===== src/rtl/reaction_timer.sv =====
// Reaction-time game engine: pseudo-random pre-go delay, then a millisecond count until the press.
// Reports the measured time, an early press or a timeout. iAbort returns to IDLE and iReset clears everything.
module reaction_timer #(
  parameter int unsigned TICKS_PER_MS    = 50000,
  parameter int unsigned MIN_DELAY_MS    = 1000,
  parameter int unsigned DELAY_SPAN_LOG2 = 11,
  parameter int unsigned MAX_MS          = 9999
) (
  input  logic        iClock,
  input  logic        iReset,
  input  logic        iStart,
  input  logic        iAbort,
  input  logic        iPress,
  output logic [2:0]  oState,
  output logic        oGo,
  output logic [13:0] oTimeMs,
  output logic        oDone,
  output logic        oEarly,
  output logic        oTimeout
);

  localparam int unsigned PS_W    = (TICKS_PER_MS > 1) ? $clog2(TICKS_PER_MS) : 1;
  localparam int unsigned DLY_MAX = MIN_DELAY_MS + (2 ** DELAY_SPAN_LOG2) - 1;
  localparam int unsigned DLY_W   = $clog2(DLY_MAX + 1);

  typedef enum logic [2:0] {
    S_IDLE    = 3'd0,
    S_WAIT    = 3'd1,
    S_GO      = 3'd2,
    S_RESULT  = 3'd3,
    S_EARLY   = 3'd4,
    S_TIMEOUT = 3'd5
  } state_t;

  state_t            state_q, state_d;
  logic [15:0]       lfsr_q, lfsr_d;
  logic [PS_W-1:0]   ps_q, ps_d;
  logic [DLY_W-1:0]  dly_q, dly_d;
  logic [13:0]       time_q, time_d;
  logic              done_q, done_d;
  logic              tick;
  logic              start_trial;

  assign tick = (ps_q == PS_W'(TICKS_PER_MS - 1));

  always_ff @(posedge iClock or posedge iReset) begin
    if (iReset) begin
      state_q <= S_IDLE;
      lfsr_q  <= 16'hACE1;
      ps_q    <= '0;
      dly_q   <= '0;
      time_q  <= '0;
      done_q  <= 1'b0;
    end else begin
      state_q <= state_d;
      lfsr_q  <= lfsr_d;
      ps_q    <= ps_d;
      dly_q   <= dly_d;
      time_q  <= time_d;
      done_q  <= done_d;
    end
  end

  always_comb begin
    state_d     = state_q;
    dly_d       = dly_q;
    time_d      = time_q;
    done_d      = 1'b0;
    start_trial = 1'b0;
    lfsr_d      = {1'b0, lfsr_q[15:1]} ^ (lfsr_q[0] ? 16'hB400 : 16'h0000);

    if (state_q == S_WAIT || state_q == S_GO) begin
      ps_d = tick ? '0 : ps_q + PS_W'(1);
    end else begin
      ps_d = '0;
    end

    if (iAbort) begin
      state_d = S_IDLE;
      time_d  = '0;
    end else if (iStart) begin
      start_trial = 1'b1;
    end else begin
      case (state_q)
        S_WAIT: begin
          if (iPress) begin
            state_d = S_EARLY;
            done_d  = 1'b1;
          end else if (tick) begin
            if (dly_q <= DLY_W'(1)) begin
              state_d = S_GO;
              dly_d   = '0;
            end else begin
              dly_d = dly_q - DLY_W'(1);
            end
          end
        end
        S_GO: begin
          // A press wins over a coincident tick, so the frozen time is not bumped.
          if (iPress) begin
            state_d = S_RESULT;
            done_d  = 1'b1;
          end else if (tick) begin
            if (time_q >= 14'(MAX_MS)) begin
              state_d = S_TIMEOUT;
              time_d  = 14'(MAX_MS);
              done_d  = 1'b1;
            end else begin
              time_d = time_q + 14'd1;
            end
          end
        end
        S_RESULT, S_EARLY, S_TIMEOUT: begin
          if (iPress) start_trial = 1'b1;
        end
        default: ;
      endcase
    end

    if (start_trial) begin
      state_d = S_WAIT;
      dly_d   = DLY_W'(MIN_DELAY_MS) + DLY_W'(lfsr_q[DELAY_SPAN_LOG2-1:0]);
      time_d  = '0;
    end

    // Every entry into a timed state starts on a fresh, full millisecond.
    if (start_trial || (state_d == S_GO && state_q != S_GO)) begin
      ps_d = '0;
    end
  end

  assign oState   = state_q;
  assign oGo      = (state_q == S_GO);
  assign oTimeMs  = time_q;
  assign oDone    = done_q;
  assign oEarly   = (state_q == S_EARLY);
  assign oTimeout = (state_q == S_TIMEOUT);

endmodule


===== config.mk =====
export PLATFORM = sky130hd
export DESIGN_NAME = reaction_timer
export DESIGN_NICKNAME = d
export VERILOG_FILES = /design/src/rtl/reaction_timer.sv
export SDC_FILE = /design/constraint.sdc
export NUM_CORES = 1
export LEC_CHECK = 0
export BUFFER_PORTS_ARGS = -buffer_cell sky130_fd_sc_hd__buf_2
export CAP_MARGIN = 10
export CELL_PAD_IN_SITES_DETAIL_PLACEMENT = 0
export CELL_PAD_IN_SITES_GLOBAL_PLACEMENT = 2
export CORE_MARGIN = 5
export CORE_UTILIZATION = 38
export CTS_CLUSTER_DIAMETER = 150
export DETAILED_ROUTE_END_ITERATION = 10
export GPL_ROUTABILITY_DRIVEN = 0
export PLACE_DENSITY_LB_ADDON = 0.1
export SLEW_MARGIN = 40
export SYNTH_ARGS = -nofsm -noshare
export SYNTH_HDL_FRONTEND = slang
export SYNTH_SLANG_ARGS = --single-unit
export TNS_END_PERCENT = 10

===== constraint.sdc =====
create_clock -name iClock -period 2.5 [get_ports iClock]
set_input_delay 0.5 -clock iClock [delete_from_list [all_inputs] [get_ports iClock]]
set_output_delay 0.5 -clock iClock [all_outputs]
set_load 0.05 [all_outputs]

# Word-level counts from Yosys, hierarchy flattened
# Cells that the tools add are included.
[totals] regBits=62 output_inout_bits=21
[op_classes] addsub=4 n_lt_le_gt_ge=2 n_eq_ne=13 mux=38 n_bitwise=1 n_reduce_logical=10
[op_table] cell="$mux W14" count=7
[op_table] cell="$mux W12" count=7
[op_table] cell="$mux W16" count=4
[op_table] cell="$mux W3" count=9
[op_table] cell="$add A16 B1 Y16 const B" count=1
[op_table] cell="$eq A16 B16 Y1 const B" count=1
[op_table] cell="$xor A15 B16 Y16" count=1
[op_table] cell="$add A14 B1 Y14 const B" count=1
[op_table] cell="$ge A14 B14 Y1 const B" count=1
[op_table] cell="$add A10 B11 Y12 const A" count=1
[op_table] cell="$le A12 B1 Y1 const B" count=1
[op_table] cell="$sub A12 B1 Y12 const B" count=1
[op_table] cell="$eq A3 B2 Y1 const B" count=3
[op_table] cell="$mux W1" count=9
[op_table] cell="$eq A3 B3 Y1 const B" count=2
[op_table] cell="$ne A2 B1 Y1 const B" count=3
[op_table] cell="$ne A3 B2 Y1 const B" count=2
[op_table] cell="$pmux W3 S2" count=1
[op_table] cell="$reduce_bool A3 Y1" count=2
[op_table] cell="$reduce_and A5 Y1" count=1
[op_table] cell="$reduce_and A4 Y1" count=1
[op_table] cell="$reduce_bool A2 Y1" count=2
[op_table] cell="$eq A3 B1 Y1 const B" count=1
[op_table] cell="$ne A3 B1 Y1 const B" count=1
[op_table] cell="4 further kinds" count=5

# Logic depth before layout (Yosys ltp)
[depth] word_depth=12 mapped_depth=8

# Worst setup path before layout
# Ideal clock, no wire load.
[synth_timing] path_kind="register to register" startpoint="reg state_q[1] (netlist: oState[1])" endpoint="reg time_q[4] (netlist: oTimeMs[4])" arrival_time_ns=2.686 required_time_ns=2.422 path_slack_ns=-0.264 path_stages_with_launch=7 period_less_slack_ns=2.764 path_cell_list="dfrtp_1 > buf_2 > nor3b_2 > nor2b_1 > nand2_2 > or4_1 > a21oi_1"
[synth_between] word_cells_on_any_way=14 classes_between="6 x eq/ne; 4 x mux; 4 x reduce/logical"
[synth_lines] item="start: declaration" line="35" text="state_t state_q, state_d;"
[synth_lines] item="start signal: assignment" line="55" text="state_q <= state_d;"
[synth_lines] item="$eq A3 B2 Y1"
[synth_lines] item="via oGo" line="15" text="output logic oGo,"
[synth_lines] item="$reduce_bool A3 Y1 (no line)"
[synth_lines] item="$reduce_and A4 Y1 (no line)"
[synth_lines] item="end signal: assignment" line="59" text="time_q <= time_d;"
[synth_lines] item="end: declaration" line="39" text="logic [13:0] time_q, time_d;"
# The timed path passes the listed nets, and every way through them passes these cells.
# A chain may end at the register's enable or synchronous reset.

# Worst setup path in the final report
[layout_timing] startpoint="reg ps_q[0]" endpoint="reg dly_q[9]"
[layout_between] elab_chain_len=3
[layout_lines] item="start: declaration" line="37" text="logic [PS_W-1:0] ps_q, ps_d;"
[layout_lines] item="start signal: assignment" line="57" text="ps_q <= ps_d;"
[layout_lines] item="$eq A16 B16 Y1" line="44" text="assign tick = (ps_q == PS_W'(TICKS_PER_MS - 1));"
[layout_lines] item="$reduce_bool A2 Y1 (no line)"
[layout_lines] item="$reduce_and A5 Y1 (no line)"
[layout_lines] item="end signal: assignment" line="58" text="dly_q <= dly_d;"
[layout_lines] item="end: declaration" line="38" text="logic [DLY_W-1:0] dly_q, dly_d;"
# No other way between the ends.

==> results by group <==
Status
  • Outcome: finished, final reports clean

Floorplan
  • Die Height: 104 microns
  • Core area: 8640 sq um
  • Row count: 34
  • Die area: 10,800 sq um
  • Chip width: 104 microns
  • Initial core utilization: 38.8%
  • IO Pins: 26

Timing
  • Worst-Margin Slew: 0.602 ns
  • Worst Skew: 0.00977 ns
  • Setup total negative slack: 0 ns
  • Setup repair after global routing missed its margin: no
  • Final Cycle Share: 88.6%
  • Max-slew violations: 0
  • Period minus WS final: 2.22 ns
  • Peak Freq: 451 MHz
  • Setup-failing EPs final: 0
  • Hold Vio Cnt, Final: 0
  • Slew headroom: 59.6%

Routing
  • Via count: 2,778
  • DR DRC count: 0
  • Iteration-0 DRC Markers: 91
  • Vias per inst: 5.54
  • Final wirelength: 8.56 mm
  • DRT antenna net count: 0
  • Average wire per standard cell: 17.1 microns
  • First-pass detailed-route iteration total: 4

Global route
  • Initial antenna violation count: 0
  • Largest net degree at the start of global routing: 28
  • Gr usage total: 16.4%
  • Vias in the first global route: 2,822
  • Overflow after GRT: 0
  • First-pass GRT wire length: 14.6 mm

Clocking
  • Reg clk slew, reported paths: 0.08 ns
  • Root buf cell: clkbuf_8
  • Clk sinks: 62
  • Post-CTS Hold Fix Bufs: 0
  • TritonCTS clock tree: yes
  • # Post-CTS Setup Buffers: 0
  • CTS buffer count: 9
  • Skew-Pair Late Insertion Delay: 0.34 ns
  • CTS H-tree lvls: 3
  • Count of cells resized by post-cts repair: 0
  • Max Root-Sink Buffers: 2

Synthesis
  • Main synth FF type: dfrtp_1
  • Mapped Area: 3350 sq um
  • Synth area leaders: dfrtp_1 (40%), dfstp_2 (6.3%), nor2_1 (4.3%)
  • Mapped Cells: 354
  • Synth area leader: dfrtp_1
  • Syn nets: 364
  • Library cells used by synthesis: 53
  • Yosys warnings: 0
  • Seq/Total Area, Yosys: 46.6%
  • Fraction of registers with async set/reset: 100%
  • Post-synthesis area per instance: 9.46 sq um
  • Post-synth EDFFs: 0
  • Number of synthesized register bits: 62
  • Top-area cell type share of the netlist area: 40.4%

Setup path
  • Worst-path cell with the longest stage delay: and4_1
  • Slowest cell delay on critical path: 0.46 ns
  • Worst R2R End: dly_q[9]$_DFFE_PP0P_
  • Critical path class: flip-flop to flip-flop
  • Startpoint types: flip-flop
  • Peak fanout along the critical path: 8
  • Crit-path cells: ha_1 -> and3_1 -> and4_1 -> nor3b_2 -> nand3_1 -> o21ai_1
  • Worst Setup End Kind: flip-flop
  • R2r startpoint: ps_q[0]$_DFF_PP0_
  • Worst path top cell family by delay: simple AND/OR/NAND/NOR gates
  • Worst Path Required: 2.76 ns
  • Critical path arrival: 2.48 ns
  • CP Depth: 6
  • Flop2flop setup slack: 0.28 ns
  • Worst Reg-to-Reg Cells: 6
  • Worst path bufs/invs: 0

Placed design
  • Detail Placement HPWL: 6.07 mm
  • PortBufs: 25
  • Placed Cells: 485

Final layout
  • ANT cells: 0
  • Area Overhead vs Synth: 16.6%
  • Fill cell count: 854
  • Final net count: 398
  • Non-filler cells in the finished layout: 501
  • Share of cells above drive strength 1: 18.6%

Min path
  • HP Class: input port to async pin

Power
  • Maximum vdd drop: 0.338 mV
  • Pleak: 1.68 nW
  • Power per cell area: 606 nW/um^2

Job
  • Max Cap Viol: 0
worst max-delay path by stage:
| stage | end | from |
|---|---|---|
| after detailed placement | dly_q[1]$_DFFE_PP0P_ | iPress |
| after CTS | dly_q[1]$_DFFE_PP0P_ | ps_q[10]$_DFF_PP0_ |
| after floorplan | oTimeMs[4]$_DFFE_PP0P_ | oState[2]$_DFF_PP0_ |
| after global placement | dly_q[1]$_DFFE_PP0P_ | iPress |
| final | dly_q[9]$_DFFE_PP0P_ | ps_q[0]$_DFF_PP0_ |
| after global routing | dly_q[1]$_DFFE_PP0P_ | oState[0]$_DFF_PP0_ |
sequential cells by signal (all words and copies together), names as in the netlist:
signal and cells:
lfsr_q 16, ps_q 16, oTimeMs 14, dly_q 12, oState 3, oDone 1
area by class of cell:
cell class	count	area, sq um	area share, %
clock buffer	9	124	3.17
clock inverter	7	123	3.14
inverter	12	45.0	1.15
multi-input combinational	265	1680	43.0
sequential	62	1560	40.0
tap	108	135	3.46
timing repair buffer	38	235	6.03
layer usage:
| metal | track usage [%] | routed length [microns] | up-vias |
|---|---|---|---|
| li1 | - | - | 1367 |
| met1 | 23.9 | 4320 | 1335 |
| met2 | 24.5 | 3790 | 67 |
| met3 | 2.86 | 365 | 9 |
| met4 | 5.55 | 89 | 0 |
| met5 | 0 | 0 | - |
power by group:
group	total, mW	internal (mW)	switching [mW]
registers	1.07	1.03	0.0341
logic	0.199	0.0640	0.135
clock network	1.10	0.665	0.435
cells by family after synthesis:
group,count (synthesis),share of synthesized area [%]
AO/OA/AOI/OAI,80,15.6
XOR/XNOR,22,5.75
adder cells (fa/ha/maj),5,1.87
buffers and inverters,27,3.40
flip-flops,62,46.6
multiplexers,3,0.897
AND/OR/NAND/NOR,155,25.9
placed cells by master, fill, tap and decap left out, types with 4 or more instances in the layout:
cell / n
nand4_1: 8
and2_1: 4
o211ai_1: 5
o21ai_0: 5
xnor2_1: 11
nor2_1: 38
and3_1: 7
ha_1: 5
xor2_1: 11
and4_1: 4
a31oi_1: 9
nor3_1: 11
inv_1: 11
or3_1: 9
nand2_1: 24
dfrtp_1: 53
nand3_1: 20
buf_2: 25
o21ai_1: 6
a21oi_1: 25
buf_4: 12
clkbuf_8: 9
o21a_1: 7
dfstp_2: 8
cells in the mapped netlist (3+ instances only):
library cell,n
dfrtp_1,54
nor2_1,38
a21oi_1,25
nand2_1,24
nand3_1,20
inv_1,12
nor3_1,11
xnor2_1,11
xor2_1,11
clkbuf_1,10
a31oi_1,9
or3_1,9
dfstp_2,8
nand4_1,8
and3_1,7
o21a_1,7
o21ai_1,6
ha_1,5
o211ai_1,5
o21ai_0,5
and2_1,4
and4_1,4
buf_2,4
a211oi_1,3
mux2i_1,3
nand3b_1,3
nor4_1,3
nor4b_1,3
nor4bb_1,3
or4_1,3
stage by stage:
step | utilization (%) | area [sq um] | power, mW | hold slack (ns) | worst slack [ns]
floorplan | - | 3360 | 1.22 | 0.333 | 0.00732
global placement | 42.4 | 3660 | 1.29 | 0.336 | 0.306
detailed placement | 42.4 | 3660 | 1.29 | 0.338 | 0.219
CTS | 45.2 | 3900 | 2.40 | 0.240 | 0.294
global route | 45.2 | 3900 | 2.48 | 0.273 | 0.143
finish | 45.2 | 3900 | 2.37 | 0.221 | 0.284
Power figures use the tool's default switching activity.
